**src/rtl/render_bus_target.sv**
```systemverilog
// render_bus_target: memory-side endpoint of the renderer's multiplexed 8-bit bus.
// Serves scene RAM byte reads (RAM is loaded through the host port). Framebuffer
// writes (A[23]=1) are packed three bytes per 24-bit pixel and then streamed out
// through a small FIFO.
// Ports: clk/rst (sync, active high); bus_stb/bus_lo/bus_hi -> rd_data (bus side);
//        host_we/host_addr/host_wdata (scene RAM load);
//        pix_valid/pix_ready/pix_data/pix_index (pixel stream);
//        proto_err/ovf_err (sticky errors); frame_done (frame pulse).
// Optional: define FRAME_DONE_EN to enable the frame pixel counter and frame_done.
module render_bus_target #(
    parameter int RAM_AW       = 9,
    parameter int FIFO_DEPTH   = 4,
    parameter int FRAME_PIXELS = 16384
) (
    input  logic              clk,
    input  logic              rst,
    input  logic              bus_stb,
    input  logic [7:0]        bus_lo,
    input  logic [7:0]        bus_hi,
    output logic [7:0]        rd_data,
    input  logic              host_we,
    input  logic [RAM_AW-1:0] host_addr,
    input  logic [7:0]        host_wdata,
    output logic              pix_valid,
    input  logic              pix_ready,
    output logic [23:0]       pix_data,
    output logic [15:0]       pix_index,
    output logic              proto_err,
    output logic              ovf_err,
    output logic              frame_done
);

    localparam int PW = $clog2(FIFO_DEPTH);

    typedef enum logic [1:0] {
        S_IDLE,
        S_HI,
        S_RWAIT,
        S_WDATA
    } state_t;

    state_t      state_q, state_d;
    logic [23:0] addr_q, addr_d;
    logic        proto_set;
    logic        rd_load;
    logic        cap;

    logic [7:0]  ram_q [2**RAM_AW];
    logic [7:0]  rd_data_q;
    logic        in_range;

    logic [1:0]  lane_q;
    logic [7:0]  b0_q, b1_q;
    logic [15:0] seq_q;
    logic        push;

    logic [39:0] mem_q [FIFO_DEPTH];
    logic [PW:0] wp_q, rp_q;
    logic        empty, full, pop, push_ok, drop;
    logic [39:0] head;
    logic        proto_q, ovf_q;

    // ---------------- phase FSM ----------------
    always_ff @(posedge clk) begin
        if (rst) begin
            state_q <= S_IDLE;
            addr_q  <= '0;
        end else begin
            state_q <= state_d;
            addr_q  <= addr_d;
        end
    end

    always_comb begin
        state_d   = state_q;
        addr_d    = addr_q;
        proto_set = 1'b0;
        rd_load   = 1'b0;
        cap       = 1'b0;
        if (bus_stb) begin
            // A strobe always starts a new transaction; mid-transaction it
            // abandons the current one and flags the protocol violation.
            addr_d[15:0] = {bus_hi, bus_lo};
            state_d      = S_HI;
            proto_set    = (state_q != S_IDLE);
        end else begin
            unique case (state_q)
                S_IDLE: ;
                S_HI: begin
                    addr_d[23:16] = bus_lo;
                    if (bus_hi == 8'h00) begin
                        state_d = S_RWAIT;
                    end else if (bus_hi == 8'hFF) begin
                        state_d = S_WDATA;
                    end else begin
                        proto_set = 1'b1;
                        state_d   = S_IDLE;
                    end
                end
                S_RWAIT: begin
                    rd_load = 1'b1;
                    state_d = S_IDLE;
                end
                S_WDATA: begin
                    // Writes below the framebuffer region are silently ignored.
                    cap     = addr_q[23];
                    state_d = S_IDLE;
                end
                default: state_d = S_IDLE;
            endcase
        end
    end

    // ---------------- scene RAM ----------------
    assign in_range = (addr_q[23:RAM_AW] == '0);

    // Non-blocking write: a same-cycle read of this address sees the old byte.
    always_ff @(posedge clk) begin
        if (host_we) ram_q[host_addr] <= host_wdata;
    end

    always_ff @(posedge clk) begin
        if (rst) begin
            rd_data_q <= 8'h00;
        end else if (rd_load) begin
            rd_data_q <= in_range ? ram_q[addr_q[RAM_AW-1:0]] : 8'h00;
        end
    end

    assign rd_data = rd_data_q;

    // ---------------- pixel assembly ----------------
    assign push = cap && (lane_q == 2'd2);

    // Lane returns to 0 on every push, which also covers the frame wrap.
    always_ff @(posedge clk) begin
        if (rst) begin
            lane_q <= 2'd0;
            b0_q   <= 8'h00;
            b1_q   <= 8'h00;
            seq_q  <= 16'd0;
        end else if (cap) begin
            unique case (1'b1)
                lane_q == 2'd0: begin
                    b0_q   <= bus_lo;
                    lane_q <= 2'd1;
                end
                lane_q == 2'd1: begin
                    b1_q   <= bus_lo;
                    lane_q <= 2'd2;
                end
                default: begin
                    lane_q <= 2'd0;
                    seq_q  <= seq_q + 16'd1;
                end
            endcase
        end
    end

    // ---------------- pixel FIFO ----------------
    assign empty   = (wp_q == rp_q);
    assign full    = (wp_q[PW] != rp_q[PW]) &&
                     (wp_q[PW-1:0] == rp_q[PW-1:0]);
    assign pop     = !empty && pix_ready;
    assign push_ok = push && (!full || pop);
    assign drop    = push && full && !pop;

    always_ff @(posedge clk) begin
        if (push_ok) mem_q[wp_q[PW-1:0]] <= {seq_q, bus_lo, b1_q, b0_q};
    end

    always_ff @(posedge clk) begin
        if (rst) begin
            wp_q    <= '0;
            rp_q    <= '0;
            proto_q <= 1'b0;
            ovf_q   <= 1'b0;
        end else begin
            if (push_ok)   wp_q    <= wp_q + 1'b1;
            if (pop)       rp_q    <= rp_q + 1'b1;
            if (proto_set) proto_q <= 1'b1;
            if (drop)      ovf_q   <= 1'b1;
        end
    end

    // Head entry is gated so the stream reads as zero while empty.
    assign head      = mem_q[rp_q[PW-1:0]];
    assign pix_valid = !empty;
    assign pix_data  = empty ? 24'h0 : head[23:0];
    assign pix_index = empty ? 16'h0 : head[39:24];
    assign proto_err = proto_q;
    assign ovf_err   = ovf_q;

    // ---------------- frame counter ----------------
`ifdef FRAME_DONE_EN
    localparam int FW = $clog2(FRAME_PIXELS + 1);

    logic [FW-1:0] frm_q;
    logic          frm_wrap;

    // Counts push attempts, so dropped pixels still advance the frame.
    assign frm_wrap = push && (frm_q == FW'(FRAME_PIXELS - 1));

    always_ff @(posedge clk) begin
        if (rst) begin
            frm_q <= '0;
        end else if (push) begin
            frm_q <= frm_wrap ? '0 : frm_q + 1'b1;
        end
    end

    assign frame_done = frm_wrap;
`else
    logic unused_frame;
    assign unused_frame = (FRAME_PIXELS == 0);
    assign frame_done   = 1'b0;
`endif

endmodule

```
**config.mk**
```make
export PLATFORM = sky130hd
export DESIGN_NAME = render_bus_target
export DESIGN_NICKNAME = d
export VERILOG_FILES = /design/src/rtl/render_bus_target.sv
export SDC_FILE = /design/constraint.sdc
export NUM_CORES = 2
export LEC_CHECK = 0
export BUFFER_PORTS_ARGS = -buffer_cell sky130_fd_sc_hd__buf_4
export CAP_MARGIN = 10
export CORE_MARGIN = 8
export CORE_UTILIZATION = 25
export CTS_CLUSTER_SIZE = 10
export DETAILED_ROUTE_END_ITERATION = 7
export GPL_TIMING_DRIVEN = 0
export PLACE_DENSITY = 0.49
export SYNTH_ARGS = -nofsm -noshare
export SYNTH_HDL_FRONTEND = slang
export SYNTH_MEMORY_MAX_BITS = 65536
export SYNTH_SLANG_ARGS = --single-unit
export TNS_END_PERCENT = 100
```
**constraint.sdc**
```tcl
create_clock -name clk -period 4.05 [get_ports clk]
set_clock_uncertainty 0.1 [all_clocks]
set_input_delay 0.81 -clock clk [delete_from_list [all_inputs] [get_ports clk]]
set_output_delay 0.81 -clock clk [all_outputs]
set_load 0.02 [all_outputs]
```
== After elaboration in Yosys (flattened, before gate mapping) ==
Memory sizes are Yosys's and may differ from the RTL's. A register that Yosys moved wholly into a read port is not among the register bits.
Cells that the tools add are included.
Word-level totals
  register bits after elaboration: 76
  bits in latches: 0
  memory bits (writable): 4256
  bits in read-only memories: 0
  bits of input ports: 38
  output and inout bits: 52
  word-level logic and storage cells: 76
  memories: 2
Memories
  ram_q: words 512, width 8, read ports 1, clocked after Yosys merged registers in 1, write ports 1, line 48  | logic [7:0] ram_q [2**RAM_AW];
  mem_q: words 4, width 40, read ports 1, clocked after Yosys merged registers in 1, write ports 1, line 57  | logic [39:0] mem_q [FIFO_DEPTH];
Cells by class
  $add $sub $neg: 3
  $mul: 0
  divide/modulo/power cells: 0
  magnitude comparators: 0
  eq/ne operators: 9
  shift operators: 0
  muxes and demuxes: 24
  bitwise logic cells: 2
  reduce and logical (&&, ||, !) cells: 23
Operators by type and width (count)
  two-way mux 24 bit: 1
  two-way mux 9 bit: 2
  adder 16 x 1 -> 16 bit, second input constant: 1
  two-way mux 16 bit: 1
  zero test 15 bit: 1
  two-way mux 1 bit: 13
  equality test 8 bit, second input constant: 1
  zero test 8 bit: 1
  two-way mux 2 bit: 4
  two-way mux 8 bit: 1
  one-hot mux 2 bit (2 select lines): 2
  AND reduction 2 bit: 4
  adder 3 x 1 -> 3 bit, second input constant: 2
  equality test 2 bit, second input constant: 3
  logical AND 1 bit: 6
  OR reduction 2 bit: 3
  equality test 2 x 1 -> 1 bit, second input constant: 2
  nonzero test 2 bit: 2
  equality test 3 bit: 1
  zero test 1 bit: 3
  nonzero test 3 bit: 1
  equality test 2 bit: 1
  zero test 2 bit: 1
  NOT 1 bit: 2
  2 further kinds: 2

== Depth between registers and ports, before layout ==
  depth after elaboration: 7
  gate-level depth with buffers: 15
  depth with buffers taken out: 8

== Worst setup path before layout ==
Ideal clock, no wire load.
  kind: input -> register
  from: in bus_stb
  to: mem mem_q[3][0], enable pin
  library setup time: 403 ps
  data arrival time: 2654 ps
  required time: 3547 ps
  path slack: 894 ps
  stages on the path: 4
  path buffers: 0
  cells stage by stage: nand4b_1 -> nor3_1 -> nor2b_1 -> and2_1
Between the ends
  longest elaborated chain between the ends: 5
RTL lines
  start: declaration: line 17  | input logic bus_stb,
  two-way mux 1 bit: line 80  | if (bus_stb) begin
  logical AND 1 bit: line 133  | assign push = cap && (lane_q == 2'd2);
  logical AND 1 bit: line 165  | assign push_ok = push && (!full || pop);
  two-way mux 1 bit: line 169  | if (push_ok) mem_q[wp_q[PW-1:0]] <= {seq_q, bus_lo, b1_q, b0_q};
  two-way mux 1 bit (implied by the code): line 169
  end: declaration: line 57
Every way passes these cells.

==> results.sh <==
export IMPL_status="finished with violations"
export IMPL_violations="setup timing"
export IMPL_p_total_mw=95.9
export IMPL_worst_path_max_fanout=11
export IMPL_finalCriticalPeriod_ns=4.23
export IMPL_clock_latency_ns=1.00
export IMPL_drc=0
export IMPL_sequentialPowerShare=0.515
export IMPL_cp_start_kind="register"
export IMPL_yosys_warnings=0
export IMPL_clockBufferDepth=4
export IMPL_area_delta_synth_final_pct=18.2
export IMPL_fin_crit_sh=1.05
export IMPL_cp_num_buf_inv=4
export IMPL_synth_top_area_share=0.758
export IMPL_antenna_left=0
export IMPL_grt_usage=0.193
export IMPL_synth_nets=8070
export IMPL_grt_pass1_wl_um=903000
export IMPL_syn_cell_area_um2=169000
export IMPL_cts_sinks=4343
export IMPL_cp_required_ns=4.98
export IMPL_routed_via_count=95500
export IMPL_cp_cell_sequence="buf_4 > buf_6 > buf_12 > buf_16 > mux4_1 > a22oi_1 > a311oi_4 > o41ai_2 > nor3_2 > a22o_1 > a31o_1"
export IMPL_worst_pin_slew_ns=1.38
export IMPL_synth_seq_cells=4343
export IMPL_combPwrFrac=0.076
export IMPL_holdCritPathClass="in -> reg"
export IMPL_vdd_ir_drop_max_v=0.000397
export IMPL_die_w_um=837
export IMPL_dr_pass1_iters=7
export IMPL_critPathKind="reg -> reg"
export IMPL_syn_area_per_cell_um2=21.0
export IMPL_dpl_cell_count=17200
export IMPL_synth_distinct_cells=75
export IMPL_max_freq_mhz=236
export IMPL_final_cell_mix="edfxtp_1, mux4_2, nor2_1, clkbuf_16, mux2i_1"
export IMPL_synth_edff_count=4256
export IMPL_die_h_um=837
export IMPL_grt_setup_unrepaired="no"
export IMPL_hold_viol=0
export IMPL_crit_family="compound AO/OA/AOI/OAI gates"
export IMPL_synth_area_leaders="edfxtp_1, mux4_2, mux2i_1"
export IMPL_clockPowerShare=0.409
export IMPL_gp_congestion=0.986
export IMPL_cts_root_buf="clkbuf_16"
export IMPL_port_buffers=87
export IMPL_p_leak_nw=59.4
export IMPL_critPathMaxStageDelay_ns=0.83
export IMPL_relSlewSlack=0.0797
export IMPL_switching_share=0.239
export IMPL_clk_pin_slew_worst_paths_ns=0.06
export IMPL_max_cap_violations=0
export IMPL_dieArea_um2=701000
export IMPL_post_route_util=0.297
export IMPL_drv_slew=0
export IMPL_ys_seq_area_frac=0.768
export IMPL_rows=301
export IMPL_nFillCells=65100
export IMPL_synth_top_area_cell="edfxtp_1"
export IMPL_hpwlAfterDp_um=485000
export IMPL_final_common_cell="edfxtp_1"
export IMPL_final_cells=17900
export IMPL_initial_core_util=0.251
export IMPL_finalSetupViolCount=8
export IMPL_finalNetCount=8796
export IMPL_finalSetupTns_ns=-0.916
export IMPL_p_int_mw=73.0
export IMPL_fin_ws_ns=-0.183
export IMPL_cp_end_kind="register"
export IMPL_numCtsBuffers=485
export IMPL_synthFlopType="edfxtp_1"
export IMPL_synthArstFlopShare=0
export IMPL_grt_overflow_total=0
export IMPL_grt_max_degree=167
export IMPL_ios=90
export IMPL_antenna_found_initial=104
export IMPL_cts_tree="done"
export IMPL_htree_levels=5
export IMPL_detail_route_iter0_violations=16900
export IMPL_avgRoutedWirePerCell_um=39.5
export IMPL_coreArea_um2=672000
export IMPL_routed_wl_um=708000
export IMPL_crit_arrival_ns=5.16
export IMPL_drive_above_1_share=0.252
export IMPL_vias_per_cell=5.33
export IMPL_grt_pass1_vias=90600
export IMPL_cp_slowest_cell="a311oi_4"
export IMPL_power_density_nw_per_um2=481
export IMPL_switchingPower_mw=22.9
export IMPL_syn_inst=8026
==> per-stage QoR <==
| step | instance area (um2) | hold slack [ns] | worst slack, ns |
|---|---|---|---|
| 4_1_cts | 199000 | 0.0174 | -0.101 |
| 3_5_place_dp | 183000 | 0.385 | -2.44 |
| 3_3_place_gp | 180000 | 0.368 | -4.51 |
| 6_report | 199000 | 0.0830 | -0.183 |
| 5_1_grt | 199000 | 0.0841 | 0.00179 |
| 2_1_floorplan | 169000 | 0.359 | 0.894 |
==> synthesized netlist by cell type, types with 61 or more instances <==
cell and count:
o22ai_1 104, edfxtp_1 4256, o221ai_1 111, nor2_1 641, clkbuf_1 187, a21oi_1 148, mux2i_1 408, nand2_1 207
dfxtp_1 87, buf_2 107, mux4_2 915, buf_4 63, nor2b_1 61, a22oi_1 132
==> flip-flops by register name (all words and copies together), names as in the netlist, named ones only <==
register	count
proto_err	1
lane_q	2
seq_q	16
mem_q	160
addr_q	24
ovf_err	1
b1_q	8
ram_q	4096
b0_q	8
rp_q	3
state_q	2
rd_data	8
wp_q	3
==> worst reg2reg max path, cell delays in order (launching register included) <==
cell and delay, ns:
dfxtp_1 0.30, buf_4 0.32, buf_6 0.33, buf_12 0.33, buf_16 0.33, mux4_1 0.42, a22oi_1 0.14, a311oi_4 0.83
o41ai_2 0.21, nor3_2 0.63, a22o_1 0.24, a31o_1 0.10
==> worst paths after layout <==
| path | endpoint | cells after the start | slack [ns] | startpoint |
|---|---|---|---|---|
| worst min register to register | mem_q[1][3] | 0 | 0.40 | b0_q[3] |
| worst max register to register | rd_data[2] | 11 | -0.18 | register |
| worst max-delay path | rd_data[2] | 11 | -0.18 | register |
| worst min-delay path | ram_q[461][0] | 1 | 0.08 | host_wdata[0] |
==> routing by layer <==
| layer | global-route usage | up-vias | share of wire | wire [um] |
|---|---|---|---|---|
| li1 | - | 34800 | - | - |
| met1 | 0.238 | 51300 | 0.36 | 256000 |
| met2 | 0.284 | 7632 | 0.43 | 304000 |
| met3 | 0.0736 | 1654 | 0.13 | 95100 |
| met4 | 0.123 | 30 | 0.074 | 52400 |
| met5 | 0.000888 | - | 0.00043 | 305 |
==> cells by family (layout without fill, tap and decap cells) <==
kind of cell	Yosys count	in the layout	share of synthesized area
xor+xnor	21	21	0.00109
buf+inv	495	1377	0.0185
compound gates	701	701	0.0293
other cells	1	74	0.0000222
mux	1390	1390	0.156
simple gates	1069	1069	0.0268
flops	4343	4343	0.768
fa+ha+maj	6	6	0.000445
==> power by group through the flow <==
stage | logic [mW] | registers, mW | clock network [mW]
after floorplan | 2.52 | 50.3 | 0
after global placement | 6.30 | 50.5 | 0
after detailed placement | 6.61 | 50.3 | 0
after CTS | 6.94 | 49.4 | 39.4
after global routing | 7.13 | 49.4 | 40.9
final | 7.27 | 49.4 | 39.2
==> layout make-up <==
class                           count  area, um2  share of cell area
Inverter                           11       50.0            0.000251
Buffer                            481       4960              0.0249
Sequential cell                  4343     130000               0.650
Tap cell                         8938      11200              0.0561
Antenna cell                       73        183            0.000917
Clock inverter                     52        644             0.00323
Multi-Input combinational cell   3188      36800               0.185
Clock buffer                      591      12600              0.0631
Timing Repair Buffer              242       3320              0.0167
==> repair_timing <==
action                                  CTS  global route
hold buffers                             17             0
buffers inserted                         20             8
endpoints found under the hold margin    64             0
endpoints found under the setup margin   48             8
pin swaps                                15             9
resized for setup                       598            85
Power figures use the tool's default switching activity.
